### src/rtl/maze_pkg.sv
// maze_pkg
//   Definitions shared by the maze-solver blocks:
//     DIR_N/E/S/W     two-bit move direction codes
//     MAZE_MAX_DEPTH  default usable depth of the direction stack
//     bt_state_t      state encoding of the backtrack controller
//     inv_dir()       opposite direction (flips the N/S and E/W axis bit)
package maze_pkg;

   localparam logic [1:0] DIR_N = 2'b00;
   localparam logic [1:0] DIR_E = 2'b01;
   localparam logic [1:0] DIR_S = 2'b10;
   localparam logic [1:0] DIR_W = 2'b11;

   localparam int MAZE_MAX_DEPTH = 49;

   typedef enum logic [2:0] {
      IDLE = 3'd0,
      PUSH = 3'd1,
      CPOP = 3'd2,
      GAP  = 3'd3,
      POP  = 3'd4,
      WAIT = 3'd5,
      EMIT = 3'd6,
      DONE = 3'd7
   } bt_state_t;

   function automatic logic [1:0] inv_dir(input logic [1:0] d);
      return d ^ 2'b10;
   endfunction

endpackage

### src/rtl/backtrack_ctrl.sv
// backtrack_ctrl
//   Records the forward path of the robot on an external direction stack and,
//   on request, unwinds the whole path by issuing reverse-move commands.
//
//   Optional feature (macro BACKTRACK_CANCEL_EN): a move that exactly undoes
//   the last recorded move pops the stack instead of pushing.
//
//   Ports
//     clk, rst                  clock, asynchronous active-high reset
//     move_valid/move_dir       forward move offer (00 N, 01 E, 10 S, 11 W)
//     move_ready                move accepted this cycle
//     retrace_start             request to unwind the whole path
//     cmd_valid/cmd_dir         reverse-move command to the motor sequencer
//     cmd_ready                 motor sequencer accepts the command
//     retrace_done              one-cycle pulse when unwinding completes
//     stk_en/stk_push/stk_pop/
//     stk_push_val/stk_pop_val  direction stack interface
//     depth, full, empty, busy  path depth and status
module backtrack_ctrl
   import maze_pkg::*;
#(
   parameter int MAX_DEPTH = MAZE_MAX_DEPTH
) (
   input  logic       clk,
   input  logic       rst,
   input  logic       move_valid,
   input  logic [1:0] move_dir,
   output logic       move_ready,
   input  logic       retrace_start,
   output logic       cmd_valid,
   output logic [1:0] cmd_dir,
   input  logic       cmd_ready,
   output logic       retrace_done,
   output logic       stk_en,
   output logic       stk_push,
   output logic       stk_pop,
   output logic [1:0] stk_push_val,
   input  logic [1:0] stk_pop_val,
   output logic [5:0] depth,
   output logic       full,
   output logic       empty,
   output logic       busy
);

   localparam logic [5:0] DEPTH_MAX = 6'(MAX_DEPTH);

   bt_state_t  state, state_nxt;
   logic       accept;

`ifdef BACKTRACK_CANCEL_EN
   // Shadow of the stack top, used only to recognise an undoing move.
   logic       top_valid;
   logic [1:0] top_dir;
   logic       is_cancel;

   assign is_cancel = top_valid && (depth != '0) && (move_dir == inv_dir(top_dir));
`endif

   assign stk_en       = 1'b1;
   assign stk_push     = (state == PUSH);
`ifdef BACKTRACK_CANCEL_EN
   assign stk_pop      = (state == POP) || (state == CPOP);
`else
   assign stk_pop      = (state == POP);
`endif
   assign cmd_valid    = (state == EMIT);
   assign retrace_done = (state == DONE);
   assign full         = (depth == DEPTH_MAX);
   assign empty        = (depth == '0);
   assign busy         = (state != IDLE);
   assign accept       = move_valid && move_ready;

   always_comb begin
      state_nxt  = state;
      move_ready = 1'b0;
      case (state)
         IDLE: begin
            if (retrace_start) begin
               state_nxt = (depth == '0) ? DONE : POP;
            end else begin
`ifdef BACKTRACK_CANCEL_EN
               // An undoing move frees a slot, so it is taken even when full.
               move_ready = !full || is_cancel;
               if (accept)
                  state_nxt = is_cancel ? CPOP : PUSH;
`else
               move_ready = !full;
               if (accept)
                  state_nxt = PUSH;
`endif
            end
         end
         PUSH:    state_nxt = GAP;
`ifdef BACKTRACK_CANCEL_EN
         CPOP:    state_nxt = GAP;
`endif
         GAP:     state_nxt = IDLE;
         POP:     state_nxt = WAIT;
         WAIT:    state_nxt = EMIT;
         EMIT: begin
            if (cmd_ready)
               state_nxt = (depth == '0) ? DONE : POP;
         end
         DONE:    state_nxt = IDLE;
         default: state_nxt = IDLE;
      endcase
   end

   always_ff @(posedge clk or posedge rst) begin
      if (rst) begin
         state        <= IDLE;
         depth        <= '0;
         stk_push_val <= '0;
         cmd_dir      <= '0;
`ifdef BACKTRACK_CANCEL_EN
         top_valid    <= 1'b0;
         top_dir      <= '0;
`endif
      end else begin
         state <= state_nxt;
         if (state == IDLE && !retrace_start && accept)
            stk_push_val <= move_dir;
         case (state)
            PUSH: begin
               if (depth != DEPTH_MAX)
                  depth <= depth + 6'd1;
`ifdef BACKTRACK_CANCEL_EN
               top_dir   <= stk_push_val;
               top_valid <= 1'b1;
`endif
            end
`ifdef BACKTRACK_CANCEL_EN
            CPOP: begin
               if (depth != '0)
                  depth <= depth - 6'd1;
               top_valid <= 1'b0;
            end
`endif
            POP: begin
               if (depth != '0)
                  depth <= depth - 6'd1;
`ifdef BACKTRACK_CANCEL_EN
               top_valid <= 1'b0;
`endif
            end
            WAIT: cmd_dir <= inv_dir(stk_pop_val);
            default: ;
         endcase
      end
   end

endmodule

### config.mk
export PLATFORM = sky130hd
export DESIGN_NAME = backtrack_ctrl
export DESIGN_NICKNAME = d
export VERILOG_FILES = /design/src/rtl/maze_pkg.sv /design/src/rtl/backtrack_ctrl.sv
export SDC_FILE = /design/constraint.sdc
export NUM_CORES = 1
export LEC_CHECK = 0
export ABC_AREA = 1
export CAP_MARGIN = 30
export CORE_UTILIZATION = 49
export CTS_CLUSTER_SIZE = 28
export DETAILED_ROUTE_END_ITERATION = 8
export GPL_TIMING_DRIVEN = 0
export PLACE_DENSITY = 0.9
export RECOVER_POWER = 100
export SLEW_MARGIN = 0
export SYNTH_ARGS = -nofsm -noshare
export SYNTH_HDL_FRONTEND = slang
export SYNTH_SLANG_ARGS = --single-unit
### constraint.sdc
create_clock -name clk -period 4.41 [get_ports clk]
set_input_delay 0.441 -clock clk [delete_from_list [all_inputs] [get_ports clk]]
set_output_delay 0.441 -clock clk [all_outputs]
set_load 0.1 [all_outputs]
After elaboration in Yosys (flattened, before gate mapping)
Cells that the tools add are included.
{"block": "op_classes", "add_sub_neg": 2, "eq_ne": 11, "muxes": 10, "bitwise_logic": 1, "n_reduce_logical": 12}
{"operator": "3-bit one-hot mux with 5 select lines", "count": 1}
{"operator": "3-bit equality test (second input constant)", "count": 4}
{"operator": "6-bit two-way mux", "count": 2}
{"operator": "6-bit one-hot mux with 2 select lines", "count": 1}
{"operator": "3-bit two-way mux", "count": 3}
{"operator": "6-bit by 1-bit adder with 6-bit output (second input constant)", "count": 1}
{"operator": "6-bit equality test (second input constant)", "count": 1}
{"operator": "6-bit logical NOT", "count": 1}
{"operator": "2-bit by 1-bit != test with 1-bit output (second input constant)", "count": 3}
{"operator": "6-bit != test (second input constant)", "count": 1}
{"operator": "6-bit nonzero test", "count": 1}
{"operator": "6-bit by 1-bit subtractor with 6-bit output (second input constant)", "count": 1}
{"operator": "3-bit by 1-bit equality test with 1-bit output (second input constant)", "count": 1}
{"operator": "1-bit logical AND", "count": 3}
{"operator": "3-bit logical NOT", "count": 1}
{"operator": "3-bit != test (second input constant)", "count": 1}
{"operator": "3-bit AND reduction", "count": 1}
{"operator": "3-bit nonzero test", "count": 1}
{"operator": "1-bit logical NOT", "count": 2}
{"operator": "1-bit two-way mux", "count": 2}
{"operator": "2-bit two-way mux", "count": 1}
{"operator": "2-bit AND reduction", "count": 1}
{"operator": "2-bit nonzero test", "count": 1}
{"operator": "1-bit NOT", "count": 1}
{"block": "word_totals", "regBits": 13, "inputBits": 9, "out_inout_bits": 19, "word_cells": 40}

Logic depth before layout (Yosys ltp)
Gate-level depths: netlist (run 1).
{"block": "depth", "ltp_word": 8, "depth_mapped": 13, "ltp_nobuf": 13}

Worst setup path after synthesis (run 1)
Ideal clock, no wire load.
{"block": "synth_timing", "path_kind": "register -> output", "start": "register depth[3]", "end": "output port move_ready", "arrival_ns": 3.150, "required_time_ns": 3.969, "slack_ns": 0.819, "path_stages_with_launch": 5, "path_cell_list": "dfrtp_1 -> nor2_1 -> nand3_1 -> inv_1 -> nor2_1"}
{"block": "synth_between", "elab_chain_len": 4}
{"item": "start: declaration", "line_no": "backtrack_ctrl.sv:39", "rtl": "output logic [5:0] depth,"}
{"item": "start signal: assignment", "line_no": "backtrack_ctrl.sv:126", "rtl": "depth <= depth + 6'd1;"}
{"item": "start signal: assignment", "line_no": "backtrack_ctrl.sv:141", "rtl": "depth <= depth - 6'd1;"}
{"item": "6-bit equality test", "line_no": "backtrack_ctrl.sv:68", "rtl": "assign full = (depth == DEPTH_MAX);"}
{"item": "net full", "line_no": "backtrack_ctrl.sv:40", "rtl": "output logic full,"}
{"item": "1-bit logical NOT", "line_no": "backtrack_ctrl.sv:87", "rtl": "move_ready = !full;"}
{"item": "1-bit two-way mux", "line_no": "backtrack_ctrl.sv:78", "rtl": "if (retrace_start) begin"}
{"item": "1-bit two-way mux", "line_no": "backtrack_ctrl.sv:76", "rtl": "case (state)"}
{"item": "end: declaration", "line_no": "backtrack_ctrl.sv:28", "rtl": "output logic move_ready,"}
The timed path passes the listed nets, and every way through them passes these cells.

Worst setup path in the final report (run 1)
{"block": "layout_timing", "start": "register state[1]", "end": "output port stk_pop"}
{"block": "layout_between", "elab_chain_len": 1}
{"item": "start: declaration", "line_no": "backtrack_ctrl.sv:47", "rtl": "bt_state_t state, state_nxt;"}
{"item": "start signal: assignment", "line_no": "backtrack_ctrl.sv:120", "rtl": "state <= state_nxt;"}
{"item": "3-bit equality test", "line_no": "backtrack_ctrl.sv:64", "rtl": "assign stk_pop = (state == POP);"}
{"item": "end: declaration", "line_no": "backtrack_ctrl.sv:36", "rtl": "output logic stk_pop,"}
No other way between the ends.

==> results of run 1 <==
[final timing paths]
kind                       startpoint          to  slack [ps]
max reg2reg                  state[1]    depth[3]        2200
min in group asynchronous         rst    state[1]         600
min                        cmd_dir[0]  cmd_dir[0]         500
max in group asynchronous         rst    depth[0]        3470
max                          state[1]     stk_pop        1230
min reg2reg                cmd_dir[0]  cmd_dir[0]         500
[worst max-delay path, delay by kind of cell, from the launching register on]
family | cells | cell delay (ps)
AND/OR/NAND/NOR | 2 | 500
buffers and inverters | 2 | 1500
flip-flops | 1 | 440
[stage by stage]
stage                     instance area (µm²)  util [%]  hold slack [ps]  cells
final                                    1240      70.1              497    187
after CTS                                1260      71.3              487    187
after floorplan                           940         -              318    132
after global placement                   1230      69.8              472    183
after global routing                     1240      70.1              532    187
after detailed placement                 1230      69.8              486    183
[cells in the final DEF, fill, tap and decap left out, drive strengths merged, types with 2 or more instances in the layout]
cell,n
nand2,46
inv,21
dlygate4sd3,19
nor2,18
dfrtp,13
nand3,11
clkdlybuf4s50,7
a21oi,4
ha,4
o21ai,3
clkbuf,3
nor3,3
xor2,2
[cell type report]
class | instances | area [µm²]
buffer | 1 | 7.51
clock buffer | 3 | 22.5
clock inverter | 1 | 5.00
fill | 151 | 528
inverter | 21 | 78.8
multi-input combinational | 97 | 505
sequential | 13 | 325
tap | 25 | 31.3
timing repair buffer | 26 | 260
[flip-flops by register name, indices dropped and copies added (netlist names)]
register and count:
stk_push_val 2, cmd_dir 2, state 3, depth 6
[cells by family (layout without fill, tap and decap cells)]
| logic type | after synthesis | after routing |
|---|---|---|
| fa+ha+maj | 5 | 5 |
| xor+xnor | 3 | 3 |
| mux | 1 | 1 |
| buf+inv | 22 | 52 |
| other cells | 1 | 1 |
| simple gates | 78 | 78 |
| compound gates | 9 | 9 |
| flops | 13 | 13 |
[per-layer routing]
metal | part of all wire [%] | global-route usage, %
met2 | 52 | 39.4
met5 | 0 | 0
met3 | 4.4 | 6.75
met1 | 42 | 29.1
met4 | 1.8 | 7.65
==> metrics.txt, run 1 <==
hold path cells=1; row cnt=15; Nets=177; r2r worst-path depth=10; DRC viols=0; # port buffers=26; XOR/XNOR Fraction of Synth Area=2.80%; Worst Path Required=3970 ps; first-pass GRT wire length=3.51 mm; slew at the pin closest to its max-slew limit=~1000 ps; TritonCTS Buffers=3; Worst setup EP type=output pin; final setup violation count=0; crit share post-route=72.2%; relative slew slack=32.4%; post-synthesis compound-gate area fraction=5.99%; max-cap violations=0; # resized after CTS=0; core footprint=roughly 1800 µm²; post-synth cell types=24; Worst-Skew Late Latency=290 ps; CP max stage delay=1240 ps; post-synthesis adder-cell area fraction=around 7.5%; RSZ-0062 raised after global routing=false; initial antenna violation count=0; layout cells sized above 1=8.64%; run status=completed; Layout area overhead=31.6%; Yosys reg bits=13; post-synth top area share=34.6%; final WL=2.14 mm; Mapped Cells=around 130; HP Class=reg -> reg; register area share after synthesis=34.6%; number of global-route vias before repair=863; setup TNS=0 ps; Setup Fix Bufs, Post-CTS=0; syn_area_per_cell=7.12 µm²; simple-gate share of the synthesized area=38.3%; Worst Setup Path Type=reg -> out; CTS tree=done; Async SR Flop Fraction=100%; most frequent cell after synthesis=nand2_1; dominant cell type by area after synthesis=dfrtp_1; CP max FO=7; slowest cell on the critical path=dlygate4sd3_1; Worst Skew=roughly 6.6 ps; Overall Global Routing Usage=a little under a quarter; CTS sink cnt=13; Die Wd=45.8 µm; final hold vios=0; critical path arrival=2740 ps; routed len/inst=11.4 µm; io pins=28; largest net degree at the start of global routing=14; syn nets=146; Pins Over Slew Limit=0; post-DP HPWL=1.74 mm; initial core utilization=between 50% and 60%; CP Cell Sequence=nor2_1, nand2_1, inv_1, dlygate4sd3_1; first-pass detailed-route iteration total=4; commonest cells in the netlist=nand2_1 (43), inv_1 (19), nor2_1 (15); synthesized area=940 µm²; GP Congestion=roughly 0.91; via density per instance=5.06; ant diodes=0; CTS Hold Bufs=0; mux share of post-synthesis cell area=1.20%; Max Clock Freq=314 MHz; Post-DRT Antenna Nets=0; yosys warns=0; min cycle time layout=3180 ps; Clock transition at path regs=90 ps; die area=2100 µm²; Synth area leaders=dfrtp_1 (35%), nand2_1 (17%), inv_1 (7.6%); setup ws final=1230 ps; Detailed Route Iter0 Violations=29; die height=45.8 µm; largest family of logic cells by synthesized area=simple AND/OR/NAND/NOR gates; Root Driver=clkbuf_4; Post-synth EDFFs=0; Congestion Overflow GR=0; CP startpoint kind=flop; CTS H-tree lvls=1; Top FF cell, synth=dfrtp_1; Setup WS pre-CTS=1600 ps; Vias=946; clock tree buffer depth=2
Power of run 1 is not shown: default switching activity piles up to over one toggle a cycle in this logic, so the estimate is an artifact.
==> run 2, diff against run 1 <==
- CORE_UTILIZATION: 49 -> 46
- PLACE_DENSITY: 0.9 -> 0.85
- clock period: 4.41 -> 3.15 ns (I/O delays scaled with it)
==> metrics.txt, run 2 (synthesis gave the netlist of run 1 again) <==
delay-heaviest family, CP=buffers and inverters (unchanged); RSZ-0062 raised after global routing=false (unchanged); CTS Hold Bufs=0 (unchanged); CP startpoint kind=flop (unchanged); Root Driver=clkbuf_4 (unchanged); first-pass GRT wire length=3.30 mm (was 3.51 mm); Worst setup EP type=output pin (unchanged); most common cell after layout, fill and taps aside=nand2_1 (unchanged); initial core utilization=51.6% (was 53.3%); die area=2230 µm² (was 2100 µm²); # resized after CTS=0 (unchanged); Setup Fix Bufs, Post-CTS=0 (unchanged); Post-DRT Antenna Nets=0 (unchanged); Buf/Inv on CP=2 (unchanged); post-DP HPWL=1.65 mm (was 1.74 mm); final setup violation count=0 (unchanged); core footprint=1820 µm² (was 1760 µm²); Congestion Overflow GR=0 (unchanged); Non-Filler Instances=187 (unchanged); relative slew slack=34.2% (was 32.4%); placed cell count=183 (unchanged); Vias=904 (was 946); # port buffers=26 (unchanged); # fillers=157 (was 151); critical path arrival=2580 ps (was 2740 ps); largest net degree at the start of global routing=14 (unchanged); final WL=2.02 mm (was 2.14 mm); via density per instance=4.83 (was 5.06); initial antenna violation count=0 (unchanged); HP Class=in -> async (was reg -> reg); io pins=28 (unchanged); layout cells sized above 1=8.02% (was 8.64%); Nets=177 (unchanged); die height=47.2 µm (was 45.8 µm); CTS sink cnt=13 (unchanged); Layout area overhead=31.2% (was 31.6%); setup TNS=0 ps (unchanged); GP Congestion=0.850 (was 0.906); Worst Path Required=2830 ps (was 3970 ps); routed len/inst=10.8 µm (was 11.4 µm); max-cap violations=0 (unchanged); slew at the pin closest to its max-slew limit=983 ps (was 1010 ps); CTS H-tree lvls=1 (unchanged); crit share post-route=91.9%; ant diodes=0 (unchanged); Max Clock Freq=346 MHz; first-pass detailed-route iteration total=4 (unchanged); TritonCTS Buffers=3 (unchanged); final hold vios=0 (unchanged); Overall Global Routing Usage=21.3% (was 23.6%); Clock transition at path regs=80 ps (was 90 ps); largest registers=depth: 6 flops, state: 3 flops (unchanged); run status=completed (unchanged); CTS tree=done (unchanged); Die Wd=47.2 µm (was 45.8 µm); CP max stage delay=1170 ps (was 1240 ps); slowest cell on the critical path=clkdlybuf4s50_1 (was dlygate4sd3_1); clock tree buffer depth=2 (unchanged); Critical Path Stages=4 (unchanged); number of global-route vias before repair=815 (was 863); Largest register FFs=6 (unchanged); CP Cell Sequence=nor2_1, nand2_1, inv_1, clkdlybuf4s50_1 (was nor2_1, nand2_1, inv_1, dlygate4sd3_1); CP max FO=7 (unchanged); Util after Layout=67.7% (was 70.1%); Worst Setup Path Type=reg -> out (unchanged); Largest Register=depth (unchanged); min cycle time layout=approximately 2900 ps; row cnt=15 (unchanged); most frequent cells in the layout=nand2_1 (44), inv_1 (19), dlygate4sd3_1 (18) (was nand2_1 (44), inv_1 (19), dlygate4sd3_1 (19)); DRC viols=0 (unchanged); Detailed Route Iter0 Violations=11 (was 29); r2r worst-path depth=10 (unchanged); Pins Over Slew Limit=0 (unchanged); Worst-Skew Late Latency=270 ps (was 290 ps); Worst Skew=4.15 ps (was 6.61 ps)
[run 2: cell types whose count changed in the layout (fill, tap and decap cells not counted), sizes merged]
cell	before	now
clkinv	1	0
dlygate4sd3	19	18
clkbuf	3	4
clkdlybuf4s50	7	8
[run 2: worst register-to-register path, stage by stage (launching register included)]
cell and delay [ps]:
dfrtp_1 430, nor2_1 240, nand2_1 220, inv_1 240, ha_1 320, nand2_1 90
inv_1 50, a21oi_1 150, xnor2_1 160, nand2_1 80, nand2_1 70
[run 2: metrics by stage]
stage	hold WS [ps]	cell area [µm²]	worst slack (ps)
3_5_place_dp	482	1230	578
6_report	488	1230	256
3_3_place_gp	471	1230	588
4_1_cts	361	1260	398
5_1_grt	516	1230	152
2_1_floorplan	192	942	148
[run 2: per-layer routing]
layer  global-route usage (%)  vias to the layer above  part of all wire [%]
met5                        0                        -                     0
met4                     10.3                        0                   1.0
met3                     1.54                        4                   4.7
met2                     33.3                       31                    45
met1                     30.0                      401                    49
li1                         -                      468                     -
[run 2: worst paths after layout]
check | start | endpoint | slack (ps)
setup / recovery | state[1] | stk_pop | 260
hold / removal | rst | stk_push_val[1] | 490
setup reg to reg | state[1] | depth[3] | 1040
hold reg to reg | cmd_dir[0] | cmd_dir[0] | 500
max in group asynchronous | rst | stk_push_val[0] | 2340
min in group clk | cmd_dir[0] | cmd_dir[0] | 500
[run 2: area by class of cell]
class / instances / area [µm²] / area share (%)
inverters: 21 / 78.8 / 6.40
flip-flops and latches: 13 / 325 / 26.4
repair buffers: 26 / 260 / 21.1
clock buffers: 4 / 26.3 / 2.13
multi-input cells: 97 / 503 / 40.8
well taps: 25 / 31.3 / 2.54
plain buffers: 1 / 7.51 / 0.609
Power of run 2 is left out for the same reason.
==> run 3, diff against run 2 <==
- CORE_MARGIN: unset -> 1.5
- SETUP_SLACK_MARGIN: unset -> 0.02
==> metrics.txt, run 3 (synthesis gave the netlist of run 1 again) <==
Worst-Skew Late Latency=270 ps (about the same); Max Clock Freq=349 MHz (was 346 MHz); slowest cell on the critical path=clkdlybuf4s50_1 (unchanged); RSZ-0062 raised after global routing=false (unchanged); final hold vios=0 (unchanged); CTS tree=done (unchanged); # resized after CTS=0 (unchanged); crit share post-route=90.9% (was 91.9%); relative slew slack=32.6% (was 34.2%); ant diodes=0 (unchanged); RR Startpoint=state[1] (unchanged); setup TNS=0 ps (unchanged); Worst Path Required=2830 ps (about the same); CTS H-tree lvls=1 (unchanged); final WL=2.14 mm (was 2.02 mm); Pins Over Slew Limit=0 (unchanged); run status=completed (unchanged); layout cells sized above 1=9.26% (was 8.02%); Placement Cell Area=1240 µm² (was 1230 µm²); routed len/inst=11.3 µm (was 10.8 µm); most common cell after layout, fill and taps aside=nand2_1 (unchanged); core footprint=1940 µm² (was 1820 µm²); slew at the pin closest to its max-slew limit=1010 ps (was 983 ps); CP max FO=5 (was 7); Worst Setup SP=state[1] (unchanged); HP Class=in -> async (unchanged); Worst Skew=2.74 ps (was 4.15 ps); CTS Hold Bufs=0 (unchanged); initial core utilization=48.4% (was 51.6%); delay-heaviest family, CP=buffers and inverters (unchanged); initial antenna violation count=0 (unchanged); first-pass GRT wire length=3.28 mm (was 3.30 mm); Clock transition at path regs=80 ps (about the same); Worst Setup Path Type=reg -> out (unchanged); Worst setup EP type=output pin (unchanged); row cnt=16 (was 15); GP Congestion=0.819 (was 0.850); Vias=932 (was 904); Nets=177 (unchanged); max-cap violations=0 (unchanged); number of global-route vias before repair=798 (was 815); first-pass detailed-route iteration total=4 (unchanged); Buf/Inv on CP=1 (was 2); Congestion Overflow GR=0 (unchanged); largest net degree at the start of global routing=14 (unchanged); Util after Layout=64.0% (was 67.7%); Post-DRT Antenna Nets=0 (unchanged); io pins=28 (unchanged); Setup Fix Bufs, Post-CTS=0 (unchanged); die height=48.2 µm (was 47.2 µm); fin area=1240 µm² (was 1230 µm²); # fillers=181 (was 157); post-DP HPWL=1.71 mm (was 1.65 mm); Largest Register=depth (unchanged); Root Driver=clkbuf_4 (unchanged); CP Cell Sequence=nor2_1, nand3_1, nor2_2, clkdlybuf4s50_1 (was nor2_1, nand2_1, inv_1, clkdlybuf4s50_1); min cycle time layout=2860 ps (was 2890 ps); CP startpoint kind=flop (unchanged); clock tree buffer depth=2 (unchanged); Overall Global Routing Usage=20.3% (was 21.3%); TritonCTS Buffers=3 (unchanged); CTS sink cnt=13 (unchanged); largest registers=depth: 6 flops, state: 3 flops (unchanged); Largest register FFs=6 (unchanged); # port buffers=26 (unchanged); die area=2320 µm² (was 2230 µm²); Detailed Route Iter0 Violations=17 (was 11); DRC viols=0 (unchanged); Die Wd=48.2 µm (was 47.2 µm); Layout area overhead=32.4% (was 31.2%); critical path arrival=2550 ps (was 2580 ps); via density per instance=4.93 (was 4.83); CP max stage delay=1130 ps (was 1170 ps); most frequent cells in the layout=nand2_1 (43), inv_1 (19), dlygate4sd3_1 (17) (was nand2_1 (44), inv_1 (19), dlygate4sd3_1 (18)); final setup violation count=0 (unchanged)
## run 3: cell types whose count changed in the layout (fill, tap and decap cells not counted), sizes merged
| cell | before | now |
|---|---|---|
| dlygate4sd3 | 18 | 17 |
| clkbuf | 4 | 3 |
| clkdlybuf4s50 | 8 | 9 |
| clkinv | 0 | 1 |
## run 3: layout make-up
cell class                 instances  area [µm²]  area share [%]
multi-input combinational         97         510            41.0
clock buffer                       3        22.5            1.81
clock inverter                     1        5.00           0.402
buffer                             1        7.51           0.604
timing repair buffer              26         260            20.9
sequential                        13         325            26.2
inverter                          21        78.8            6.34
tap                               27        33.8            2.72
## run 3: path summary, 6_finish.rpt
path | slack, ps | cells after the start | to
min in group clk | 500 | 2 | stk_push_val[1]
worst min register to register | 500 | 2 | stk_push_val[1]
worst min-delay path | 490 | 2 | state[0]
worst max register to register | 1060 | 10 | depth[3]
worst max-delay path | 290 | 4 | move_ready
max in group asynchronous | 2340 | 2 | stk_push_val[0]
## run 3: per-stage QoR
step	instances	hold WS, ps	worst slack, ps
after floorplan	132	192	148
after detailed placement	185	483	571
after CTS	189	367	391
final	189	494	287
after global placement	185	471	582
after global routing	189	526	157
## run 3: routing by layer
layer / part of all wire [%] / vias to the layer above / track usage (%) / routed length [µm]
met5: 0 / - / 0 / 0
met1: 45 / 428 / 27.6 / 955
met3: 4.4 / 4 / 1.48 / 95
met4: 1.4 / 0 / 11.4 / 29
li1: - / 471 / - / -
met2: 49 / 29 / 32.1 / 1060
Power of run 3 is left out for the same reason.
